[src/rtl/mips_pkg.sv]
// Shared MIPS pipeline types and constants.
// Used by fetch and the stages downstream of it.
package mips_pkg;

  typedef enum logic [1:0] {
    PC_PLUS4  = 2'd0,
    PC_BRANCH = 2'd1,
    PC_JUMP   = 2'd2,
    PC_JREG   = 2'd3
  } pc_src_t;

  typedef enum logic {
    FETCH   = 1'b0,
    DISCARD = 1'b1
  } fetch_state_t;

  // sll $0,$0,0
  localparam logic [31:0] NOP_INSTR = 32'h0000_0000;

  typedef struct packed {
    logic [31:0] pcPlus4;
    logic [31:0] instruction;
    logic        valid;
  } if_id_t;

endpackage

[src/rtl/fetch_stage_if.sv]
// Instruction-memory request/ready handshake.
// The fetch stage is master; the memory is slave.
interface fetch_stage_if;

  logic [31:0] imemAddress;
  logic        imemRequest;
  logic        imemReady;
  logic [31:0] imemData;

  modport master (
    output imemAddress,
    output imemRequest,
    input  imemReady,
    input  imemData
  );

  modport slave (
    input  imemAddress,
    input  imemRequest,
    output imemReady,
    output imemData
  );

endinterface

[src/rtl/fetch_stage_next_pc.sv]
// Next-PC target mux, PC+4 adder and jump-target concatenation.
// Purely combinational.
module next_pc_select
  import mips_pkg::*;
(
  input  logic [31:0] pc,
  input  pc_src_t     src,
  input  logic [31:0] branchTarget,
  input  logic [25:0] jumpIndex,
  input  logic [31:0] jumpRegister,
  input  logic [31:0] ifIdPcPlus4,
  output logic [31:0] pcPlus4,
  output logic [31:0] target,
  output logic        redirect
);

  logic [31:0] jumpTarget;

  assign pcPlus4    = pc + 32'd4;
  assign jumpTarget = {ifIdPcPlus4[31:28],
                       jumpIndex, 2'b00};
  assign redirect   = (src != PC_PLUS4);

  always_comb begin
    target = pcPlus4;
    unique case (src)
      PC_PLUS4:  target = pcPlus4;
      PC_BRANCH: target = branchTarget;
      PC_JUMP:   target = jumpTarget;
      PC_JREG:   target = jumpRegister;
    endcase
  end

endmodule

[src/rtl/fetch_stage.sv]
// MIPS instruction-fetch stage: PC, next-PC select,
// imem handshake and the IF/ID pipeline register.
module fetch_stage #(
  parameter logic [31:0] RESET_PC  = 32'h0000_0000,
  parameter logic [31:0] NOP_INSTR = mips_pkg::NOP_INSTR
) (
  input  logic          clock,
  input  logic          reset,
  input  logic          stall,
  input  logic          flush,
  input  logic [1:0]    pcSrc,
  input  logic [31:0]   branchTarget,
  input  logic [25:0]   jumpIndex,
  input  logic [31:0]   jumpRegister,
  fetch_stage_if.master imem,
  output logic [31:0]   ifIdPcPlus4,
  output logic [31:0]   ifIdInstruction,
  output logic          ifIdValid
);

  import mips_pkg::*;

  fetch_state_t state_q, state_d;
  logic [31:0]  pc_q, pc_d;
  logic [31:0]  redir_q, redir_d;
  if_id_t       ifid_q, ifid_d;

  pc_src_t      src;
  logic [31:0]  pcPlus4;
  logic [31:0]  target;
  logic         redirect;
  logic         ready;

  assign src   = pc_src_t'(pcSrc);
  assign ready = imem.imemReady;

  next_pc_select u_next_pc (
    .pc           (pc_q),
    .src          (src),
    .branchTarget (branchTarget),
    .jumpIndex    (jumpIndex),
    .jumpRegister (jumpRegister),
    .ifIdPcPlus4  (ifid_q.pcPlus4),
    .pcPlus4      (pcPlus4),
    .target       (target),
    .redirect     (redirect)
  );

  always_ff @(posedge clock or negedge reset) begin
    if (!reset) begin
      state_q <= FETCH;
      pc_q    <= RESET_PC;
      redir_q <= 32'h0;
      ifid_q  <= '{32'h0, NOP_INSTR, 1'b0};
    end else begin
      state_q <= state_d;
      pc_q    <= pc_d;
      redir_q <= redir_d;
      ifid_q  <= ifid_d;
    end
  end

  always_comb begin
    state_d = state_q;
    pc_d    = pc_q;
    redir_d = redir_q;
    ifid_d  = ifid_q;
    unique case (state_q)
      FETCH: begin
        if (redirect && ready) begin
          pc_d = target;
        end else if (redirect) begin
          redir_d = target;
          state_d = DISCARD;
        end else if (stall) begin
          pc_d = pc_q;
        end else if (ready) begin
          pc_d   = pcPlus4;
          ifid_d = '{pcPlus4, imem.imemData, 1'b1};
        end
      end
      DISCARD: begin
        // Latest redirect wins over the parked one
        if (redirect) begin
          redir_d = target;
        end
        if (ready) begin
          pc_d    = redirect ? target : redir_q;
          state_d = FETCH;
        end
      end
    endcase
    if (flush) begin
      ifid_d = '{32'h0, NOP_INSTR, 1'b0};
    end
  end

  assign imem.imemAddress = pc_q;
  assign imem.imemRequest = reset;
  assign ifIdPcPlus4      = ifid_q.pcPlus4;
  assign ifIdInstruction  = ifid_q.instruction;
  assign ifIdValid        = ifid_q.valid;

endmodule

[src/flat_wrapper.sv]
// flat-port wrapper written by rule: the top's interface ports become plain ports
module fetch_stage_flat import mips_pkg::*;
#(
  parameter logic [31:0] RESET_PC  = 32'h0000_0000,
  parameter logic [31:0] NOP_INSTR = mips_pkg::NOP_INSTR
)
  (clock, reset, stall, flush, pcSrc, branchTarget, jumpIndex, jumpRegister, ifIdPcPlus4, ifIdInstruction, ifIdValid, imem_imemAddress, imem_imemRequest, imem_imemReady, imem_imemData);
  fetch_stage_if imem_i ();
  input  logic clock;
  input  logic reset;
  input  logic stall;
  input  logic flush;
  input  logic [1:0] pcSrc;
  input  logic [31:0] branchTarget;
  input  logic [25:0] jumpIndex;
  input  logic [31:0] jumpRegister;
  output logic [31:0] ifIdPcPlus4;
  output logic [31:0] ifIdInstruction;
  output logic ifIdValid;
  output wire logic [$bits(imem_i.imemAddress)-1:0] imem_imemAddress;
  output wire logic [$bits(imem_i.imemRequest)-1:0] imem_imemRequest;
  input wire logic [$bits(imem_i.imemReady)-1:0] imem_imemReady;
  input wire logic [$bits(imem_i.imemData)-1:0] imem_imemData;
  assign imem_imemAddress = imem_i.imemAddress;
  assign imem_imemRequest = imem_i.imemRequest;
  assign imem_i.imemReady = imem_imemReady;
  assign imem_i.imemData = imem_imemData;
  fetch_stage #(.RESET_PC(RESET_PC), .NOP_INSTR(NOP_INSTR)) u_core (.clock(clock), .reset(reset), .stall(stall), .flush(flush), .pcSrc(pcSrc), .branchTarget(branchTarget), .jumpIndex(jumpIndex), .jumpRegister(jumpRegister), .imem(imem_i), .ifIdPcPlus4(ifIdPcPlus4), .ifIdInstruction(ifIdInstruction), .ifIdValid(ifIdValid));
endmodule
[config.mk]
export PLATFORM = sky130hd
export DESIGN_NAME = fetch_stage_flat
export DESIGN_NICKNAME = d
export VERILOG_FILES = /design/src/rtl/mips_pkg.sv /design/src/rtl/fetch_stage_if.sv /design/src/rtl/fetch_stage_next_pc.sv /design/src/rtl/fetch_stage.sv /design/src/flat_wrapper.sv
export SDC_FILE = /design/constraint.sdc
export NUM_CORES = 1
export LEC_CHECK = 0
export ABC_AREA = 1
export BUFFER_PORTS_ARGS = -buffer_cell sky130_fd_sc_hd__buf_2
export CAP_MARGIN = 20
export CORE_ASPECT_RATIO = 1.2
export CORE_UTILIZATION = 51
export DETAILED_ROUTE_END_ITERATION = 16
export HOLD_SLACK_MARGIN = 0.02
export PLACE_DENSITY = 0.84
export SYNTH_ARGS = -nofsm -noshare
export SYNTH_HDL_FRONTEND = slang
export SYNTH_SLANG_ARGS = --single-unit
[constraint.sdc]
create_clock -name clock -period 1.8 [get_ports clock]
set_input_delay 0.18 -clock clock [delete_from_list [all_inputs] [get_ports clock]]
set_output_delay 0.18 -clock clock [all_outputs]
set_load 0.01 [all_outputs]
==> metrics.csv, run 1 <==
metric;value;unit
fillers;1037;
multiInputGateArea;3330;um^2
cp-start-kind;flop;
grt_start_max_net_pins;66;
grt-ovfl-total;0;
hpwl;15100;um
status;completed;
grt_pass1_wl;33900;um
cts_sinks;130;
cts_buffer_depth;2;
clkTransAtPathRegs;0.06;ns
seq_area;3260;um^2
finalHoldViolCount;0;
syn_inst;954;
port_buffers;226;
fp.dieW;109;um
syn-num-nets;1084;
clk_latency;0.42;ns
crit_fanout;8;
die-area;14200;um^2
final_layout_size_suffix_gt1_share;25.3;%
drt_iter0_markers;773;
worst-setup-path-type;flop to flop;
slew_violations;0;
root_buffer;clkbuf_16;
initial_core_util;52.5;%
timing.critical_path.to;u_core.imem.imemAddress[27];
finalSetupTns;0;ns
cp.required;2.14;ns
finalCriticalPeriod;1.70;ns
synth_seq_cells;130;
vias;7454;
post-route-period-util;94.3;%
tightest_slew;0.388;ns
utilization;70.0;%
area_growth_syn_to_layout;33.4;%
hold_class;input pin to flop;
dpl_cell_area;8370;um^2
cp-end-kind;flop;
stdcell_area;9310;um^2
io_pins;227;
p_per_area;980;nW/um^2
dp_cells;1328;
syn_area;6980;um^2
avgSynthCellArea;7.32;um^2
synth_edf_count;0;
r2r_start;u_core.imem.imemAddress[3];
gp_congestion;0.898;
rr_worst_depth;10;
rrSetupSlack;0.10;ns
drtAntennaViolNets;0;
final_common_cell;nand2_1;
n_antenna_cell;0;
drc;0;
synth-main-ff-cell;dfrtp_1;
final_cell_count_no_fill;1393;
grt_usage;31.1;%
grt_pass1_vias;6926;
finalClockSkew;0.00871;ns
peakVddDrop;0.000835;V
avgViaCountPerCell;5.35;
power;0.00913;W
ys_types;26;
most-common-layout-cells;nand2_1 (374), buf_2 (225), dfrtp_1 (128), nor2_1 (106), nand3_1 (63);
synthArstFlopShare;100;%
maxSlewHeadroom;74.2;%
clock.fmax;589;MHz
cp.arrival;2.04;ns
nets;1342;
antenna_found_initial;0;
setup_viol;0;
crit_path_start;u_core.imem.imemAddress[3];
routed_wl;21700;um
htree_levels;4;
rows;46;
rr_endpoint;u_core.imem.imemAddress[27];
cts_buffers;17;
core-area;13300;um^2
leakagePower;4.91;nW
first_pass_iters;5;
tritoncts;built;
wl_per_cell;15.6;um
ys_seq_area_share;46.6;%
die_y;130;um
yosysWarnings;0;
max_cap_violations;0;
-- report_power, final --
part           internal (W)  leakage, nW  switching [W]
registers           0.00332         1.64       0.000390
clock network       0.00182        0.268        0.00147
logic              0.000852         3.01        0.00126
-- Yosys cell counts, types with 4 or more instances --
master / n / share of area, %
xnor2_1: 4 / 0.50
clkbuf_1: 12 / 0.65
o21bai_1: 4 / 0.43
xor2_1: 4 / 0.50
a21oi_1: 39 / 2.8
inv_1: 47 / 2.5
a22o_1: 43 / 5.4
nand4_1: 5 / 0.45
inv_2: 5 / 0.27
o21ai_0: 52 / 3.7
nor2_1: 113 / 6.1
nor2_2: 4 / 0.36
nand3_1: 63 / 4.5
dfrtp_1: 130 / 47
nand3b_1: 8 / 0.86
buf_2: 24 / 1.7
buf_4: 10 / 1.1
nand2_1: 375 / 20
-- critical path: stages, from the launching register on --
cell and delay (ns):
dfrtp_1 0.37, buf_4 0.14, nand2_1 0.06, nor2_1 0.18, nand2_2 0.17, nor2_1 0.12, buf_4 0.16, nand3_1 0.10
nand2_1 0.13, nand2_1 0.07, a21oi_1 0.13
-- registers in the layout, indices dropped and copies added, names as in the netlist --
| name | cells |
|---|---|
| u_core.imem.imemAddress | 32 |
| u_core.ifIdInstruction | 32 |
| u_core.ifIdPcPlus4 | 32 |
| u_core.state_q | 1 |
| u_core.ifIdValid | 1 |
| u_core.redir_q | 32 |
-- metal layers --
metal | share of wire, % | vias to the layer above | track usage, %
met3 | 7.0 | 53 | 4.30
met1 | 41 | 3429 | 40.2
li1 | - | 3598 | -
met2 | 49 | 374 | 51.9
met5 | 0 | - | 0
met4 | 2.9 | 0 | 13.5
-- timing repair --
action,in CTS,in global routing
endpoints found under the hold margin,53,0
hold buffers,33,0
buffers inserted,0,0
setup endpoints to repair,0,48
resized for setup,0,16
-- worst min path at each step --
stage	from	to	slack, ns	depth (start not counted)
after global routing	imem_imemData[17]	u_core.ifIdInstruction[17]	0.04	2
after global placement	reset	u_core.ifIdPcPlus4[25]	0.14	1
after CTS	imem_imemData[17]	u_core.ifIdInstruction[17]	0.02	2
after floorplan	reset	u_core.ifIdInstruction[0]	-0.12	0
after detailed placement	reset	u_core.ifIdPcPlus4[23]	0.13	1
final	imem_imemData[17]	u_core.ifIdInstruction[17]	0.03	2
-- logic make-up (layout without fill, tap and decap cells) --
logic type	after synthesis	after routing	synth area share, %
AOI/OAI and AO/OA	143	143	12.9
xor gates and xnor gates	8	8	1.00
adders and majority gates	1	1	0.179
buffers and inverters	99	370	6.40
DFF	130	130	46.6
and+or+nand+nor	573	573	32.9
-- area by class of cell --
| type | instances | share of cell area (%) |
|---|---|---|
| Tap cell | 168 | 2.26 |
| Multi-Input combinational cell | 725 | 35.8 |
| Timing Repair Buffer | 286 | 18.8 |
| Sequential cell | 130 | 35.0 |
| Inverter | 52 | 2.10 |
| Clock inverter | 15 | 1.48 |
| Clock buffer | 17 | 4.57 |
-- through the flow --
stage,worst slack (ns),hold WS (ns)
floorplan,0.229,-0.116
finish,0.102,0.0294
global route,-0.0246,0.0420
global placement,0.115,0.136
CTS,0.0431,0.0206
detailed placement,0.0786,0.130
Note: power is estimated with default switching activity, not from simulation.
==> inputs of run 2 (changes only) <==
--- a/config.mk
+++ b/config.mk
@@ -11,8 +11,9 @@
 export CORE_ASPECT_RATIO = 1.2
 export CORE_UTILIZATION = 51
 export DETAILED_ROUTE_END_ITERATION = 16
+export GPL_ROUTABILITY_DRIVEN = 0
 export HOLD_SLACK_MARGIN = 0.02
-export PLACE_DENSITY = 0.84
+export PLACE_DENSITY_LB_ADDON = 0.12
 export SYNTH_ARGS = -nofsm -noshare
 export SYNTH_HDL_FRONTEND = slang
 export SYNTH_SLANG_ARGS = --single-unit
==> run 2 against run 1 <==
Net effect: sequential power about the same; via count is 1.6% lower; hold slack improved by 0.087 ns; first-iteration DRC count fell by 16%; non-clock buffer count is 2 higher; register-to-register slack is essentially flat; sequential share of layout area shrank 0.42 points; wire length shrank 3.1%; critical path depth decreased by 2; cell count grew 0.14%; combinational power about the same; global-route usage shrank 0.66 points.
==> metrics.csv, run 2 (same netlist as run 1, synthesis figures left out) <==
metric;value;unit
worst-setup-path-type;flop to flop;
wl_per_cell;15.1;um
cp_slowest_stage_delay;0.39;ns
max_cap_violations;0;
grt_usage;30.4;%
slew_violations;0;
clkTransAtPathRegs;0.06;ns
drc;0;
maxSlewHeadroom;75.3;%
setup_slack;0.109;ns
hpwl;15000;um
hold_class;input pin to flop;
area_growth_syn_to_layout;35.0;%
rrSetupSlack;0.11;ns
n_antenna_cell;0;
leakagePower;4.95;nW
nets;1344;
cts_buffer_depth;2;
cp_slowest_cell;dfrtp_1;
finalCriticalPeriod;1.69;ns
antenna_found_initial;0;
htree_levels;4;
tightest_slew;0.370;ns
tritoncts;built;
die-area;14200;um^2
clk_latency;0.43;ns
crit_chain;ha_2, nand2_1, nor2_1, nand2_2, nor2_4, xor2_2, nand2_1, a21oi_1;
io_pins;227;
grt_pass1_vias;6574;
final_common_cell;nand2_1;
peakVddDrop;0.000631;V
grt_pass1_wl;33100;um
first_pass_iters;5;
finalHoldViolCount;0;
crit_fanout;6;
grt-ovfl-total;0;
vias;7335;
dpl_cell_area;8380;um^2
cts_sinks;130;
cp.arrival;2.03;ns
cts_buffers;17;
finalClockSkew;0.00971;ns
final_layout_size_suffix_gt1_share;25.4;%
rows;46;
root_buffer;clkbuf_16;
status;completed;
cp-end-kind;flop;
cp-start-kind;flop;
grt_start_max_net_pins;62;
most-common-layout-cells;nand2_1 (374), buf_2 (225), dfrtp_1 (129), nor2_1 (105), nand3_1 (63);
routed_wl;21000;um
drtAntennaViolNets;0;
initial_core_util;52.5;%
fp.dieW;109;um
setup_viol;0;
port_buffers;226;
crit_top_cell;nand2_1;
avgViaCountPerCell;5.26;
core-area;13300;um^2
place_ws;0.0184;ns
p_per_area;1000;nW/um^2
drt_iter0_markers;649;
cp.required;2.14;ns
stdcell_area;9420;um^2
clock.fmax;591;MHz
die_y;130;um
post-route-period-util;93.9;%
[run 2: cell types whose count changed in the layout (fill, tap and decap cells not counted), sizes merged]
cell	before	now
clkinvlp	3	1
clkinv	1	4
dlygate4sd3	33	34
bufinv	0	3
buf	253	254
inv	63	59
[run 2: layer usage]
| metal | up-vias | routed length (um) | global-route usage [%] | part of all wire [%] |
|---|---|---|---|---|
| li1 | 3602 | - | - | - |
| met1 | 3354 | 9260 | 41.8 | 44 |
| met2 | 348 | 9590 | 47.9 | 46 |
| met3 | 31 | 1700 | 6.14 | 8.1 |
| met4 | 0 | 460 | 10.3 | 2.2 |
| met5 | - | 0 | 0 | 0 |
[run 2: area by class of cell]
cell class              instances  area [um^2]
clock inverters                15          196
fillers                      1106         3870
repair buffers                288         1800
flip-flops and latches        130         3250
clock buffers                  17          425
well taps                     168          210
inverters                      52          195
multi-input cells             725         3340
[run 2: timing repair]
action	4_1_cts	5_1_grt
endpoints found under the hold margin	65	0
pin swaps	0	3
setup endpoints to repair	3	35
hold buffers	34	0
gates resized for setup	4	13
gates cloned	0	0
setup buffers	0	3
[run 2: where the power goes]
part	switching, W	internal [W]
Combinational	0.00125	0.000869
Clock	0.00142	0.00222
Sequential	0.000386	0.00332
Total	0.00305	0.00641
[run 2: worst max-delay path: cells and delay by family, from the launching register on]
family                     cells  cell delay, ns
DFF                            1            0.39
adders and majority gates      1            0.21
xor gates and xnor gates       1            0.20
AOI/OAI and AO/OA              1            0.18
and+or+nand+nor                5            0.63
[run 2: through the flow]
step,setup TNS (ns),hold WS (ns),total power [W],util [%],std cells
finish,0,0.117,0.00946,70.9,1395
detailed placement,0,0.0978,0.00575,63.0,1326
floorplan,0,-0.116,0.00480,-,954
global placement,0,0.0925,0.00571,63.0,1326
CTS,0,0.109,0.00945,70.3,1392
global route,-0.0446,0.165,0.00991,70.9,1395
[run 2: path summary, 6_finish.rpt]
kind,from,to,cells after the start
hold reg to reg,u_core.ifIdPcPlus4[22],u_core.ifIdPcPlus4[22],2
max in group asynchronous,reset,u_core.redir_q[26],3
setup / recovery,u_core.imem.imemAddress[2],u_core.imem.imemAddress[14],8
min in group asynchronous,reset,u_core.ifIdInstruction[15],2
hold / removal,branchTarget[10],u_core.redir_q[10],5
setup reg to reg,u_core.imem.imemAddress[2],u_core.imem.imemAddress[14],8
